--- src/rtl/cp0_pkg.sv ---
// cp0_pkg: CP0 register numbers, exception codes and SR/Cause field positions.
package cp0_pkg;
    localparam logic [4:0]  CP0_SR    = 5'd12;
    localparam logic [4:0]  CP0_CAUSE = 5'd13;
    localparam logic [4:0]  CP0_EPC   = 5'd14;
    localparam logic [4:0]  CP0_PRID  = 5'd15;

    localparam logic [4:0]  EXC_INT     = 5'd0;
    localparam logic [4:0]  EXC_ADEL    = 5'd4;
    localparam logic [4:0]  EXC_ADES    = 5'd5;
    localparam logic [4:0]  EXC_SYSCALL = 5'd8;
    localparam logic [4:0]  EXC_RI      = 5'd10;
    localparam logic [4:0]  EXC_OV      = 5'd12;

    localparam logic [31:0] HANDLER_PC = 32'h0000_4180;

    localparam int IM_MSB  = 15;
    localparam int IM_LSB  = 10;
    localparam int EXL_BIT = 1;
    localparam int IE_BIT  = 0;
    localparam int BD_BIT  = 31;
    localparam int IP_MSB  = 15;
    localparam int IP_LSB  = 10;
    localparam int EXC_MSB = 6;
    localparam int EXC_LSB = 2;
endpackage

--- src/rtl/cp0_exc_ctrl.sv ---
// cp0_exc_ctrl: CP0 exception/interrupt controller beside the MEM stage.
// Holds SR/Cause/EPC/PRId, raises req combinationally so the flush lands on the same edge.
module cp0_exc_ctrl
    import cp0_pkg::*;
#(
    parameter logic [31:0] PRID_VAL = 32'h5037_4350
) (
    input  logic        clk,
    input  logic        reset,
    input  logic        we,
    input  logic [4:0]  cp0_addr,
    input  logic [31:0] cp0_wdata,
    input  logic [31:0] vpc,
    input  logic        bd_in,
    input  logic [4:0]  exc_code_in,
    input  logic [5:0]  hw_int,
    input  logic        exl_clr,
    output logic [31:0] cp0_rdata,
    output logic [31:0] epc_out,
    output logic        req
);
    logic [5:0]  im_q, im_d, ip_q;
    logic        exl_q, exl_d, ie_q, ie_d, bd_q, bd_d;
    logic [4:0]  exc_q, exc_d;
    logic [31:0] epc_q, epc_d, sr_v, cause_v, epc_cand;
    logic        int_req, exc_req, sr_we, epc_we;

    assign int_req  = |(hw_int & im_q) & ie_q & ~exl_q;
    assign exc_req  = (exc_code_in != 5'd0) & ~exl_q;
    assign req      = (int_req | exc_req) & ~reset;
    // a flushed mtc0 never commits
    assign sr_we    = we & ~req & (cp0_addr == CP0_SR);
    assign epc_we   = we & ~req & (cp0_addr == CP0_EPC);
    assign epc_cand = (bd_in ? vpc - 32'd4 : vpc) & ~32'h3;
    assign epc_out  = (we && cp0_addr == CP0_EPC) ? cp0_wdata : epc_q;

    always_comb begin
        im_d  = sr_we ? cp0_wdata[IM_MSB:IM_LSB] : im_q;
        ie_d  = sr_we ? cp0_wdata[IE_BIT] : ie_q;
        exl_d = req ? 1'b1 : exl_clr ? 1'b0 : sr_we ? cp0_wdata[EXL_BIT] : exl_q;
        bd_d  = req ? bd_in : bd_q;
        exc_d = req ? (int_req ? EXC_INT : exc_code_in) : exc_q;
        epc_d = req ? epc_cand : epc_we ? cp0_wdata : epc_q;
    end

    always_ff @(posedge clk) begin
        if (reset) begin
            im_q  <= '0;
            exl_q <= 1'b0;
            ie_q  <= 1'b0;
            bd_q  <= 1'b0;
            ip_q  <= '0;
            exc_q <= '0;
            epc_q <= '0;
        end else begin
            im_q  <= im_d;
            exl_q <= exl_d;
            ie_q  <= ie_d;
            bd_q  <= bd_d;
            ip_q  <= hw_int;
            exc_q <= exc_d;
            epc_q <= epc_d;
        end
    end

    always_comb begin
        sr_v                    = '0;
        sr_v[IM_MSB:IM_LSB]     = im_q;
        sr_v[EXL_BIT]           = exl_q;
        sr_v[IE_BIT]            = ie_q;
        cause_v                 = '0;
        cause_v[BD_BIT]         = bd_q;
        cause_v[IP_MSB:IP_LSB]  = ip_q;
        cause_v[EXC_MSB:EXC_LSB] = exc_q;
        cp0_rdata = cp0_addr == CP0_SR    ? sr_v :
                    cp0_addr == CP0_CAUSE ? cause_v :
                    cp0_addr == CP0_EPC   ? epc_q :
                    cp0_addr == CP0_PRID  ? PRID_VAL : 32'h0;
    end
endmodule

--- config.mk ---
export PLATFORM = sky130hd
export DESIGN_NAME = cp0_exc_ctrl
export DESIGN_NICKNAME = d
export VERILOG_FILES = /design/src/rtl/cp0_pkg.sv /design/src/rtl/cp0_exc_ctrl.sv
export SDC_FILE = /design/constraint.sdc
export NUM_CORES = 1
export LEC_CHECK = 0
export CAP_MARGIN = 0
export CORE_MARGIN = 2
export CORE_UTILIZATION = 45
export DETAILED_ROUTE_END_ITERATION = 6
export HOLD_SLACK_MARGIN = 0.1
export PLACE_DENSITY = 0.88
export SETUP_SLACK_MARGIN = 0.4
export SLEW_MARGIN = 40
export SYNTH_ARGS = -nofsm -noshare
export SYNTH_HDL_FRONTEND = slang
export SYNTH_SLANG_ARGS = --single-unit
--- constraint.sdc ---
create_clock -name clk -period 6.2 [get_ports clk]
set_input_delay 1.24 -clock clk [delete_from_list [all_inputs] [get_ports clk]]
set_output_delay 1.24 -clock clk [all_outputs]
set_load 0.05 [all_outputs]
==> flow_metrics.tcl <==
set metrics [dict create \
    status "finished, final reports clean" \
    clockBufferDepth 2 \
    die_h_um 88.1 \
    maxSlewViolCount 0 \
    hpwlAfterDp_mm 8.08 \
    ys_seq_area_frac 0.327 \
    fillers 506 \
    clk_pin_slew_ns 0.10 \
    synth_compound_area_frac 0.139 \
    drtAntennaViolNets 0 \
    antenna_found_initial 0 \
    slowest_delay_ns 0.65 \
    fmax_ghz 0.196 \
    ys_warn_count 0 \
    io_pins 150 \
    start_util 0.466 \
    synthTopCellsByArea "dfxtp_1 (33%), mux2_2 (10%), nor2_1 (7.7%), xnor2_1 (5.8%), mux2i_1 (4.7%)" \
    yosysTopAreaCell "dfxtp_1" \
    criticalPathCategory "in2out" \
    rows 30 \
    postCtsSetupBuffers 0 \
    worst_slew_pin_slew_ns 0.743 \
    critPathRequiredTime_ns 4.96 \
    crit_slowest_cell "and2b_1" \
    track_usage 0.273 \
    core_region_area_mm2 0.00683 \
    postCtsHoldBufs 0 \
    tns_ns 0 \
    hold_viol_final 0 \
    cp-end-kind "output port" \
    drive_gt1_frac 0.168 \
    grt_max_degree 62 \
    ys.flop_type "dfxtp_1" \
    synth_area_per_cell_um2 8.41 \
    overflow 0 \
    die-area_mm2 0.00777 \
    cp_top_family "buffers and inverters" \
    period_minus_slack_ns 5.11 \
    mappedNetlistArea_mm2 0.00319 \
    cts_buffers 5 \
    portBuffers 147 \
    synth_xor_area_frac 0.0797 \
    wl_mm 10.5 \
    placed_cells 601 \
    muxShareOfSynthArea 0.160 \
    die_x_um 88.1 \
    maxSlewHeadroom 0.502 \
    cp.arrival_ns 3.87 \
    cts_root_buf "clkbuf_8" \
    cts_tree "yes" \
    finClkSkew_ns 0.00850 \
    synth_top_cell_area_share 0.327 \
    finalSetupViolations 0 \
    yosys-top-cells-count "nor2_1 (65), dfxtp_1 (52), mux2_2 (29)" \
    power.density_mw_per_mm2 188 \
    grt_pass1_wl_mm 16.6 \
    critPathBufInv 3 \
    area_growth_pct 60.1 \
    antenna_cells 0 \
    vias 3286 \
    drc 0 \
    leakage_nw 1.89 \
    drt-vias-per-instance 5.40 \
    hp-class "reg2reg" \
    layoutNonFillerInstCount 609 \
    async_flop_share 0 \
    start_kind "input port" \
    synth_seq_cells 52 \
    grt_pass1_vias 3451 \
    rsz0062_at_grt "no" \
    path_cells "clkdlybuf4s50_1, and2b_1, and3_1, buf_4, mux2_2, buf_12" \
    cts.sinks 52 \
    synth-edff-count 0 \
    max_cap_viol_count 0 \
    h-tree-depth 2 \
    netlist_instances 379 \
    place_congestion 0.845 \
    cp_max_fo 30 \
    syn-num-nets 465 \
    synth_top_family_by_area "simple AND/OR/NAND/NOR gates" \
    peakVddDrop_mv 0.105 \
    yosys.area_share.simple 0.251 \
    drtPass1Iterations 5 \
    drtIter0Drc 130 \
    clk_latency_ns 0.31 \
    ctsResizeCount 0 \
    avgRoutedWirePerCell_um 17.2 \
    layout.nets 598 \
    synth_cell_types 44 \
    timing.final.crit_share 0.824 \
    synth_fa_ha_area_frac 0.00393 \
    synth_most_common_cell "nor2_1" \
]
worst min-delay path, delay by kind of cell, from the launching register on:
family          cells  cell delay (ns)
simple gates        1             0.06
flops               1             0.32
compound gates      1             0.05
path summary, 6_finish.rpt:
check,slack (ns),end,cells past startpoint,startpoint
worst max-delay path,1.09,epc_out[6],6,cp0_addr[0]
worst min-delay path,0.48,bd_q$_SDFFE_PP0N_,2,bd_q$_SDFFE_PP0N_
worst max register to register,3.92,exc_q[2]$_SDFFE_PP0N_,5,im_q[1]$_SDFFE_PP0P_
worst min register to register,0.48,bd_q$_SDFFE_PP0N_,2,bd_q$_SDFFE_PP0N_
per-layer routing:
layer	global-route usage	part of all wire
met3	0.0613	0.074
met5	0	0
met2	0.492	0.51
met1	0.317	0.39
met4	0.0923	0.023
cell type report:
cell class | count | area [µm²] | area share
clock buffers | 5 | 68.8 | 0.0135
clock inverters | 3 | 46.3 | 0.00908
inverters | 4 | 15.0 | 0.00294
multi-input cells | 298 | 2020 | 0.397
flip-flops and latches | 52 | 1040 | 0.204
well taps | 96 | 120 | 0.0236
repair buffers | 151 | 1780 | 0.350
per-stage QoR:
step           utilization  power [mW]  cell area, µm²  setup slack, ns  hold slack, ns
6_report             0.746       0.961            5100             1.09           0.478
5_1_grt              0.746       0.997            5100            0.963           0.484
4_1_cts              0.746       0.964            5100             1.10           0.477
3_5_place_dp         0.729       0.724            4980             1.13           0.448
3_3_place_gp         0.729       0.716            4980             1.16           0.440
2_1_floorplan            -       0.549            3190             1.99           0.432
sequential cells by signal, indices dropped and copies added, names as in the netlist:
register / cells
bd_q: 1
im_q: 6
epc_q: 32
exl_q: 1
ie_q: 1
exc_q: 5
ip_q: 6
cell usage in the layout (no fill, tap or decap), types with 2 or more instances in the layout:
| cell type | count |
|---|---|
| nor4_2 | 3 |
| nor4_1 | 10 |
| mux2i_1 | 15 |
| clkdlybuf4s50_1 | 115 |
| a22o_1 | 5 |
| nor2_1 | 65 |
| a21oi_1 | 24 |
| xnor2_1 | 21 |
| or2_2 | 2 |
| nand2_1 | 13 |
| and2_1 | 2 |
| buf_4 | 7 |
| nand4_1 | 4 |
| dfxtp_1 | 52 |
| or3_1 | 3 |
| inv_1 | 4 |
| xor2_1 | 8 |
| and3_1 | 12 |
| a211oi_1 | 15 |
| nor2b_1 | 10 |
| a22oi_1 | 7 |
| clkbuf_8 | 5 |
| mux2_2 | 29 |
| buf_12 | 29 |
| mux2_1 | 3 |
| nor3_1 | 11 |
| nand3b_1 | 2 |
| o21ai_0 | 17 |
power by group:
group	leakage, nW	internal (mW)	switching [mW]
combinational	1.40	0.165	0.182
clock	0.0548	0.122	0.122
sequential	0.431	0.358	0.0126
total	1.89	0.645	0.316
logic make-up (layout without fill, tap and decap cells):
logic type,count (synthesis),after routing
flip-flops,52,52
XOR/XNOR,29,29
multiplexers,47,47
AO/OA/AOI/OAI,71,71
adder cells (fa/ha/maj),1,1
buffers and inverters,29,163
AND/OR/NAND/NOR,150,150
(Power assumes the default switching activity.)
